**src/rtl/pipeline_hazard_ctrl_if.sv**
```systemverilog
// Hazard controller bundle: hazard sources in, per-stage
// write/flush controls and performance counters out.
interface pipeline_hazard_ctrl_if #(
  parameter int CNT_W = 16
);
  logic             start_i;
  logic [4:0]       id_rs1_i;
  logic [4:0]       id_rs2_i;
  logic             ex_memread_i;
  logic [4:0]       ex_rd_i;
  logic             branch_taken_i;
  logic             mem_req_i;
  logic             mem_ready_i;
  logic             pc_write_o;
  logic             if_id_write_o;
  logic             if_id_flush_o;
  logic             id_ex_write_o;
  logic             id_ex_flush_o;
  logic             ex_mem_write_o;
  logic             mem_wb_flush_o;
  logic             err_o;
  logic [CNT_W-1:0] stall_cnt_o;
  logic [CNT_W-1:0] flush_cnt_o;

  modport master (
    output start_i, id_rs1_i, id_rs2_i,
    output ex_memread_i, ex_rd_i,
    output branch_taken_i, mem_req_i, mem_ready_i,
    input  pc_write_o, if_id_write_o, if_id_flush_o,
    input  id_ex_write_o, id_ex_flush_o,
    input  ex_mem_write_o, mem_wb_flush_o,
    input  err_o, stall_cnt_o, flush_cnt_o
  );

  modport slave (
    input  start_i, id_rs1_i, id_rs2_i,
    input  ex_memread_i, ex_rd_i,
    input  branch_taken_i, mem_req_i, mem_ready_i,
    output pc_write_o, if_id_write_o, if_id_flush_o,
    output id_ex_write_o, id_ex_flush_o,
    output ex_mem_write_o, mem_wb_flush_o,
    output err_o, stall_cnt_o, flush_cnt_o
  );
endinterface

```
**src/rtl/pipeline_hazard_ctrl.sv**
```systemverilog
// Stall/flush sequencer for the 5-stage pipeline:
// memory wait, load-use and taken-branch arbitration.
module pipeline_hazard_ctrl #(
  parameter int CNT_W       = 16,
  parameter int TO_W        = 8,
  parameter int MEM_TIMEOUT = 200
) (
  input  logic                   clk_i,
  input  logic                   rst_i,
  pipeline_hazard_ctrl_if.slave  hz
);

  typedef enum logic [1:0] {
    IDLE,
    RUN,
    MEM_WAIT,
    ERROR
  } state_t;

  localparam logic [TO_W-1:0] TO_LAST =
    TO_W'(MEM_TIMEOUT - 1);
  localparam bit TO_ONE = (MEM_TIMEOUT == 1);

  state_t           state;
  state_t           state_nx;
  logic [TO_W-1:0]  to_cnt;
  logic [TO_W-1:0]  to_inc;
  logic             err;
  logic [CNT_W-1:0] stall_cnt;
  logic [CNT_W-1:0] flush_cnt;

  logic halt;
  logic freeze;
  logic load_use;
  logic pc_we;
  logic ifid_we;
  logic ifid_fl;
  logic idex_we;
  logic idex_fl;
  logic exmem_we;
  logic memwb_fl;

  assign halt = rst_i
    | (state == IDLE)
    | (state == ERROR);

  assign freeze = ~hz.mem_ready_i & (
    ((state == RUN) & hz.mem_req_i)
    | (state == MEM_WAIT));

  assign load_use = hz.ex_memread_i
    & (hz.ex_rd_i != 5'd0)
    & ((hz.ex_rd_i == hz.id_rs1_i)
      | (hz.ex_rd_i == hz.id_rs2_i));

  assign to_inc = to_cnt + TO_W'(1);

  always_ff @(posedge clk_i) begin
    if (rst_i) state <= IDLE;
    else       state <= state_nx;
  end

  always_comb begin
    state_nx = state;
    unique case (state)
      IDLE:
        if (hz.start_i) state_nx = RUN;
      RUN:
        if (freeze)
          state_nx = TO_ONE ? ERROR : MEM_WAIT;
      MEM_WAIT:
        if (hz.mem_ready_i)
          state_nx = RUN;
        else if (to_inc == TO_LAST)
          state_nx = ERROR;
      ERROR:
        state_nx = ERROR;
      default:
        state_nx = IDLE;
    endcase
  end

  always_comb begin
    pc_we    = 1'b1;
    ifid_we  = 1'b1;
    ifid_fl  = 1'b0;
    idex_we  = 1'b1;
    idex_fl  = 1'b0;
    exmem_we = 1'b1;
    memwb_fl = 1'b0;
    priority case (1'b1)
      halt: begin
        pc_we    = 1'b0;
        ifid_we  = 1'b0;
        idex_we  = 1'b0;
        exmem_we = 1'b0;
        ifid_fl  = 1'b1;
        idex_fl  = 1'b1;
        memwb_fl = 1'b1;
      end
      freeze: begin
        pc_we    = 1'b0;
        ifid_we  = 1'b0;
        idex_we  = 1'b0;
        exmem_we = 1'b0;
        memwb_fl = 1'b1;
      end
      // a branch seen with load-use re-resolves next cycle
      load_use: begin
        pc_we   = 1'b0;
        ifid_we = 1'b0;
        idex_fl = 1'b1;
      end
      hz.branch_taken_i:
        ifid_fl = 1'b1;
      default: ;
    endcase
  end

  always_ff @(posedge clk_i) begin
    if (rst_i) begin
      to_cnt    <= '0;
      err       <= 1'b0;
      stall_cnt <= '0;
      flush_cnt <= '0;
    end else begin
      if ((state == MEM_WAIT) && !hz.mem_ready_i)
        to_cnt <= to_inc;
      else
        to_cnt <= '0;
      err <= err | (state == ERROR);
      if (!halt && !pc_we && (stall_cnt != '1))
        stall_cnt <= stall_cnt + CNT_W'(1);
      if (!halt && ifid_fl && (flush_cnt != '1))
        flush_cnt <= flush_cnt + CNT_W'(1);
    end
  end

  assign hz.pc_write_o     = pc_we;
  assign hz.if_id_write_o  = ifid_we;
  assign hz.if_id_flush_o  = ifid_fl;
  assign hz.id_ex_write_o  = idex_we;
  assign hz.id_ex_flush_o  = idex_fl;
  assign hz.ex_mem_write_o = exmem_we;
  assign hz.mem_wb_flush_o = memwb_fl;
  assign hz.err_o          = err;
  assign hz.stall_cnt_o    = stall_cnt;
  assign hz.flush_cnt_o    = flush_cnt;

endmodule
```
**src/flat_wrapper.sv**
```systemverilog
// flat-port wrapper written by rule: the top's interface ports become plain ports
module pipeline_hazard_ctrl_flat 
#(
  parameter int CNT_W       = 16,
  parameter int TO_W        = 8,
  parameter int MEM_TIMEOUT = 200
)
  (clk_i, rst_i, hz_start_i, hz_id_rs1_i, hz_id_rs2_i, hz_ex_memread_i, hz_ex_rd_i, hz_branch_taken_i, hz_mem_req_i, hz_mem_ready_i, hz_pc_write_o, hz_if_id_write_o, hz_if_id_flush_o, hz_id_ex_write_o, hz_id_ex_flush_o, hz_ex_mem_write_o, hz_mem_wb_flush_o, hz_err_o, hz_stall_cnt_o, hz_flush_cnt_o);
  pipeline_hazard_ctrl_if #(.CNT_W(CNT_W)) hz_i ();
  input  logic clk_i;
  input  logic rst_i;
  input wire logic [$bits(hz_i.start_i)-1:0] hz_start_i;
  input wire logic [$bits(hz_i.id_rs1_i)-1:0] hz_id_rs1_i;
  input wire logic [$bits(hz_i.id_rs2_i)-1:0] hz_id_rs2_i;
  input wire logic [$bits(hz_i.ex_memread_i)-1:0] hz_ex_memread_i;
  input wire logic [$bits(hz_i.ex_rd_i)-1:0] hz_ex_rd_i;
  input wire logic [$bits(hz_i.branch_taken_i)-1:0] hz_branch_taken_i;
  input wire logic [$bits(hz_i.mem_req_i)-1:0] hz_mem_req_i;
  input wire logic [$bits(hz_i.mem_ready_i)-1:0] hz_mem_ready_i;
  output wire logic [$bits(hz_i.pc_write_o)-1:0] hz_pc_write_o;
  output wire logic [$bits(hz_i.if_id_write_o)-1:0] hz_if_id_write_o;
  output wire logic [$bits(hz_i.if_id_flush_o)-1:0] hz_if_id_flush_o;
  output wire logic [$bits(hz_i.id_ex_write_o)-1:0] hz_id_ex_write_o;
  output wire logic [$bits(hz_i.id_ex_flush_o)-1:0] hz_id_ex_flush_o;
  output wire logic [$bits(hz_i.ex_mem_write_o)-1:0] hz_ex_mem_write_o;
  output wire logic [$bits(hz_i.mem_wb_flush_o)-1:0] hz_mem_wb_flush_o;
  output wire logic [$bits(hz_i.err_o)-1:0] hz_err_o;
  output wire logic [$bits(hz_i.stall_cnt_o)-1:0] hz_stall_cnt_o;
  output wire logic [$bits(hz_i.flush_cnt_o)-1:0] hz_flush_cnt_o;
  assign hz_i.start_i = hz_start_i;
  assign hz_i.id_rs1_i = hz_id_rs1_i;
  assign hz_i.id_rs2_i = hz_id_rs2_i;
  assign hz_i.ex_memread_i = hz_ex_memread_i;
  assign hz_i.ex_rd_i = hz_ex_rd_i;
  assign hz_i.branch_taken_i = hz_branch_taken_i;
  assign hz_i.mem_req_i = hz_mem_req_i;
  assign hz_i.mem_ready_i = hz_mem_ready_i;
  assign hz_pc_write_o = hz_i.pc_write_o;
  assign hz_if_id_write_o = hz_i.if_id_write_o;
  assign hz_if_id_flush_o = hz_i.if_id_flush_o;
  assign hz_id_ex_write_o = hz_i.id_ex_write_o;
  assign hz_id_ex_flush_o = hz_i.id_ex_flush_o;
  assign hz_ex_mem_write_o = hz_i.ex_mem_write_o;
  assign hz_mem_wb_flush_o = hz_i.mem_wb_flush_o;
  assign hz_err_o = hz_i.err_o;
  assign hz_stall_cnt_o = hz_i.stall_cnt_o;
  assign hz_flush_cnt_o = hz_i.flush_cnt_o;
  pipeline_hazard_ctrl #(.CNT_W(CNT_W), .TO_W(TO_W), .MEM_TIMEOUT(MEM_TIMEOUT)) u_core (.clk_i(clk_i), .rst_i(rst_i), .hz(hz_i));
endmodule
```
**config.mk**
```make
export PLATFORM = sky130hd
export DESIGN_NAME = pipeline_hazard_ctrl_flat
export DESIGN_NICKNAME = d
export VERILOG_FILES = /design/src/rtl/pipeline_hazard_ctrl_if.sv /design/src/rtl/pipeline_hazard_ctrl.sv /design/src/flat_wrapper.sv
export SDC_FILE = /design/constraint.sdc
export NUM_CORES = 1
export LEC_CHECK = 0
export CELL_PAD_IN_SITES_DETAIL_PLACEMENT = 1
export CELL_PAD_IN_SITES_GLOBAL_PLACEMENT = 2
export CORE_MARGIN = 2
export CORE_UTILIZATION = 26
export DETAILED_ROUTE_END_ITERATION = 10
export PLACE_DENSITY_LB_ADDON = 0.25
export SLEW_MARGIN = 30
export SYNTH_ARGS = -nofsm -noshare
export SYNTH_HDL_FRONTEND = slang
export SYNTH_SLANG_ARGS = --single-unit
```
**constraint.sdc**
```tcl
create_clock -name clk_i -period 2.1 [get_ports clk_i]
set_clock_uncertainty 0.05 [all_clocks]
set_input_delay 0.21 -clock clk_i [delete_from_list [all_inputs] [get_ports clk_i]]
set_output_delay 0.21 -clock clk_i [all_outputs]
set_load 0.005 [all_outputs]
```
==> results.py <==
metrics = {
    "clock_tree": {
        "clk_pin_slew_worst_paths_ns": 0.09,
        "htreeDepth": 2,
        "cts_tree": "yes",
        "cts.sinks": 43,
        "clk_latency_ns": 0.31,
        "root_buffer": "clkbuf_8",
        "cts_buffers": 5,
        "clock_path_buffers": 2,
    },
    "outcome": {
        "status": "completed",
    },
    "detailed_routing": {
        "drtAntennaViolNets": 0,
        "wl_per_cell_um": 15.1,
        "vias": 2693,
        "drc": 0,
        "drt-pass1-iter-count": 4,
        "drt_wl_total_mm": 8.01,
        "drtIter0Drc": 64,
        "vias_per_cell": 5.08,
    },
    "pwr": {
        "power.net_switching_w": 0.000471,
        "pwr-share-comb": 0.168,
        "vdd_ir_drop_max_uv": 251,
        "p_int_w": 0.00132,
        "p_clk_frac": 0.372,
        "swShare": 0.264,
        "pwr-share-seq": 0.461,
        "p_leak_nw": 1.32,
        "p_per_area_nw_per_um2": 465,
    },
    "global_routing": {
        "grt_max_degree": 33,
        "antenna_found_initial": 0,
        "grt_pass1_vias": 2707,
        "grt_usage": 0.157,
        "grt_pass1_wl_mm": 13.2,
        "overflow": 0,
    },
    "synthesis": {
        "synth_top_area_frac": 0.337,
        "syn_nets": 324,
        "ys_types": 53,
        "synthCells": 298,
        "syn_avg_cell_area_um2": 8.57,
        "yosys_warnings": 0,
        "synth_ff_type": "dfxtp_1",
        "synthTopCellsByArea": "dfxtp_1 (34%), a21oi_1 (6.1%), xor2_1 (5.1%)",
        "ys_ff_latch": 43,
        "ys_async_sr_fraction": 0,
        "synth_area_um2": 2550,
        "yosys.area.top_type": "dfxtp_1",
        "synth_edf_count": 0,
        "synth.most_common_cell": "dfxtp_1",
        "yosysSeqAreaShare": 0.337,
        "yosys-top-cells-count": "dfxtp_1 (43), a21oi_1 (31), nor2_1 (29), nand2_1 (19)",
    },
    "floorplanning": {
        "die_y_um": 103,
        "placeableCoreArea_um2": 9640,
        "rows": 36,
        "io_pins": 62,
        "initial_core_util": 0.265,
        "dieArea_um2": 10600,
        "die_w_um": 103,
    },
    "flow_run": {
        "drv_cap": 0,
    },
    "sta": {
        "period_needed_ns": 2.05,
        "worst_pin_slew_ns": 0.501,
        "slew_headroom": 0.663,
        "rsz0062_at_grt": "true",
        "timing.fmax_ghz": 0.488,
        "setup_tns_ns": 0,
        "final_hold_viol_count": 0,
        "setup_violations": 0,
        "slew_viol_final": 0,
        "period_share": 0.976,
    },
    "place": {
        "post_dp_cell_area_um2": 3440,
        "portBuffers": 61,
        "dpl.cell_count": 507,
        "dpl.hpwl_mm": 5.55,
        "gp_congestion": 0.705,
    },
    "critical_path": {
        "crit_arrival_ns": 2.24,
        "startpoint_type": "input pin",
        "cp.required_ns": 2.29,
        "cp_max_fo": 6,
        "critPathKind": "in -> reg",
        "end_kind": "flop",
    },
    "layout": {
        "nNetsFinal": 423,
        "antenna_cells": 0,
        "final-instance-count-excl-fill": 530,
        "syn_to_final_growth_pct": 50.3,
        "design_area_um2": 3840,
        "drive_gt1_frac": 0.267,
    },
    "hold_path": {
        "hp-class": "reg -> reg",
    },
}
-- worst max-delay path, stage by stage --
cell	delay [ns]
dlygate4sd2_1	0.28
or4_4	0.57
o21ai_4	0.16
buf_4	0.19
o211ai_2	0.19
buf_4	0.20
or3_1	0.29
a21oi_1	0.14
-- final cells by class --
| type | instances | area, um^2 |
|---|---|---|
| Clock buffer | 5 | 68.8 |
| Clock inverter | 2 | 37.5 |
| Fill cell | 1170 | 5800 |
| Inverter | 7 | 26.3 |
| Multi-Input combinational cell | 231 | 1690 |
| Sequential cell | 43 | 868 |
| Tap cell | 133 | 166 |
| Timing Repair Buffer | 109 | 986 |
-- cell families (layout without fill, tap and decap cells) --
kind of cell | Yosys count | after routing | synth area share
AND/OR/NAND/NOR | 123 | 123 | 0.279
AO/OA/AOI/OAI | 82 | 84 | 0.228
flip-flops | 43 | 43 | 0.337
buffers and inverters | 26 | 123 | 0.0661
XOR/XNOR | 18 | 18 | 0.0617
adder cells (fa/ha/maj) | 4 | 4 | 0.0196
multiplexers | 2 | 2 | 0.00881
-- placed cells by master (no fill, tap or decap), types with 3 or more instances in the layout --
cell,n
o41ai_1,6
o21ai_0,6
a21oi_1,24
ha_1,4
dfxtp_1,39
xor2_2,4
a21oi_2,7
nand3b_1,3
o311ai_1,5
dfxtp_2,3
inv_1,6
or4_4,8
xor2_1,11
nand4_1,11
clkdlybuf4s50_1,45
o31ai_1,15
o21ai_1,4
nand2_1,18
clkbuf_8,5
nor2_1,29
nand3_1,15
or3_1,4
dlygate4sd2_1,14
or4_1,8
buf_4,43
xnor2_1,3
-- power groups by stage --
stage	combinational, W	sequential [W]	clock (W)
floorplan	0.000129	0.000841	0
global placement	0.000244	0.000844	0
detailed placement	0.000248	0.000844	0
CTS	0.000273	0.000824	0.000685
global route	0.000326	0.000824	0.000723
finish	0.000300	0.000823	0.000665
-- registers in the layout, indices dropped and copies added (netlist names) --
signal,flops
u_core.state,2
u_core.to_cnt,8
u_core.hz.err_o,1
u_core.hz.stall_cnt_o,16
u_core.hz.flush_cnt_o,16
-- layer usage --
metal | GRT usage | up-vias | share of wire
met3 | 0.0359 | 6 | 0.051
met2 | 0.258 | 62 | 0.48
met5 | 0 | - | 0
li1 | - | 1314 | -
met4 | 0.0405 | 0 | 0.0087
met1 | 0.209 | 1311 | 0.46
-- metrics by stage --
| stage | total power (W) | hold WS, ns | worst slack (ns) | util |
|---|---|---|---|---|
| after floorplan | 0.000971 | 0.362 | 0.130 | - |
| after global placement | 0.00109 | 0.417 | -0.475 | 0.357 |
| after detailed placement | 0.00109 | 0.425 | -0.485 | 0.357 |
| after CTS | 0.00178 | 0.447 | 0.0199 | 0.380 |
| after global routing | 0.00187 | 0.480 | -0.0432 | 0.398 |
| final | 0.00179 | 0.442 | 0.0499 | 0.398 |
-- final timing paths --
kind / start / end / slack [ns] / cells after the start
worst max register to register: u_core.hz.stall_cnt_o[9] / u_core.hz.stall_cnt_o[5] / 0.11 / 7
worst min register to register: u_core.to_cnt[0] / u_core.to_cnt[0] / 0.44 / 1
worst min-delay path: u_core.to_cnt[0] / u_core.to_cnt[0] / 0.44 / 1
worst max-delay path: hz_ex_rd_i[0] / u_core.hz.flush_cnt_o[0] / 0.05 / 8
-- timing repair --
action,in CTS,in global routing
endpoints found under the hold margin,0,0
pin swaps,5,18
buffers inserted,6,6
gates resized for setup,30,33
endpoints found under the setup margin,31,24
gates cloned,2,2
hold buffers,0,0
Note: power is estimated with default switching activity, not from simulation.
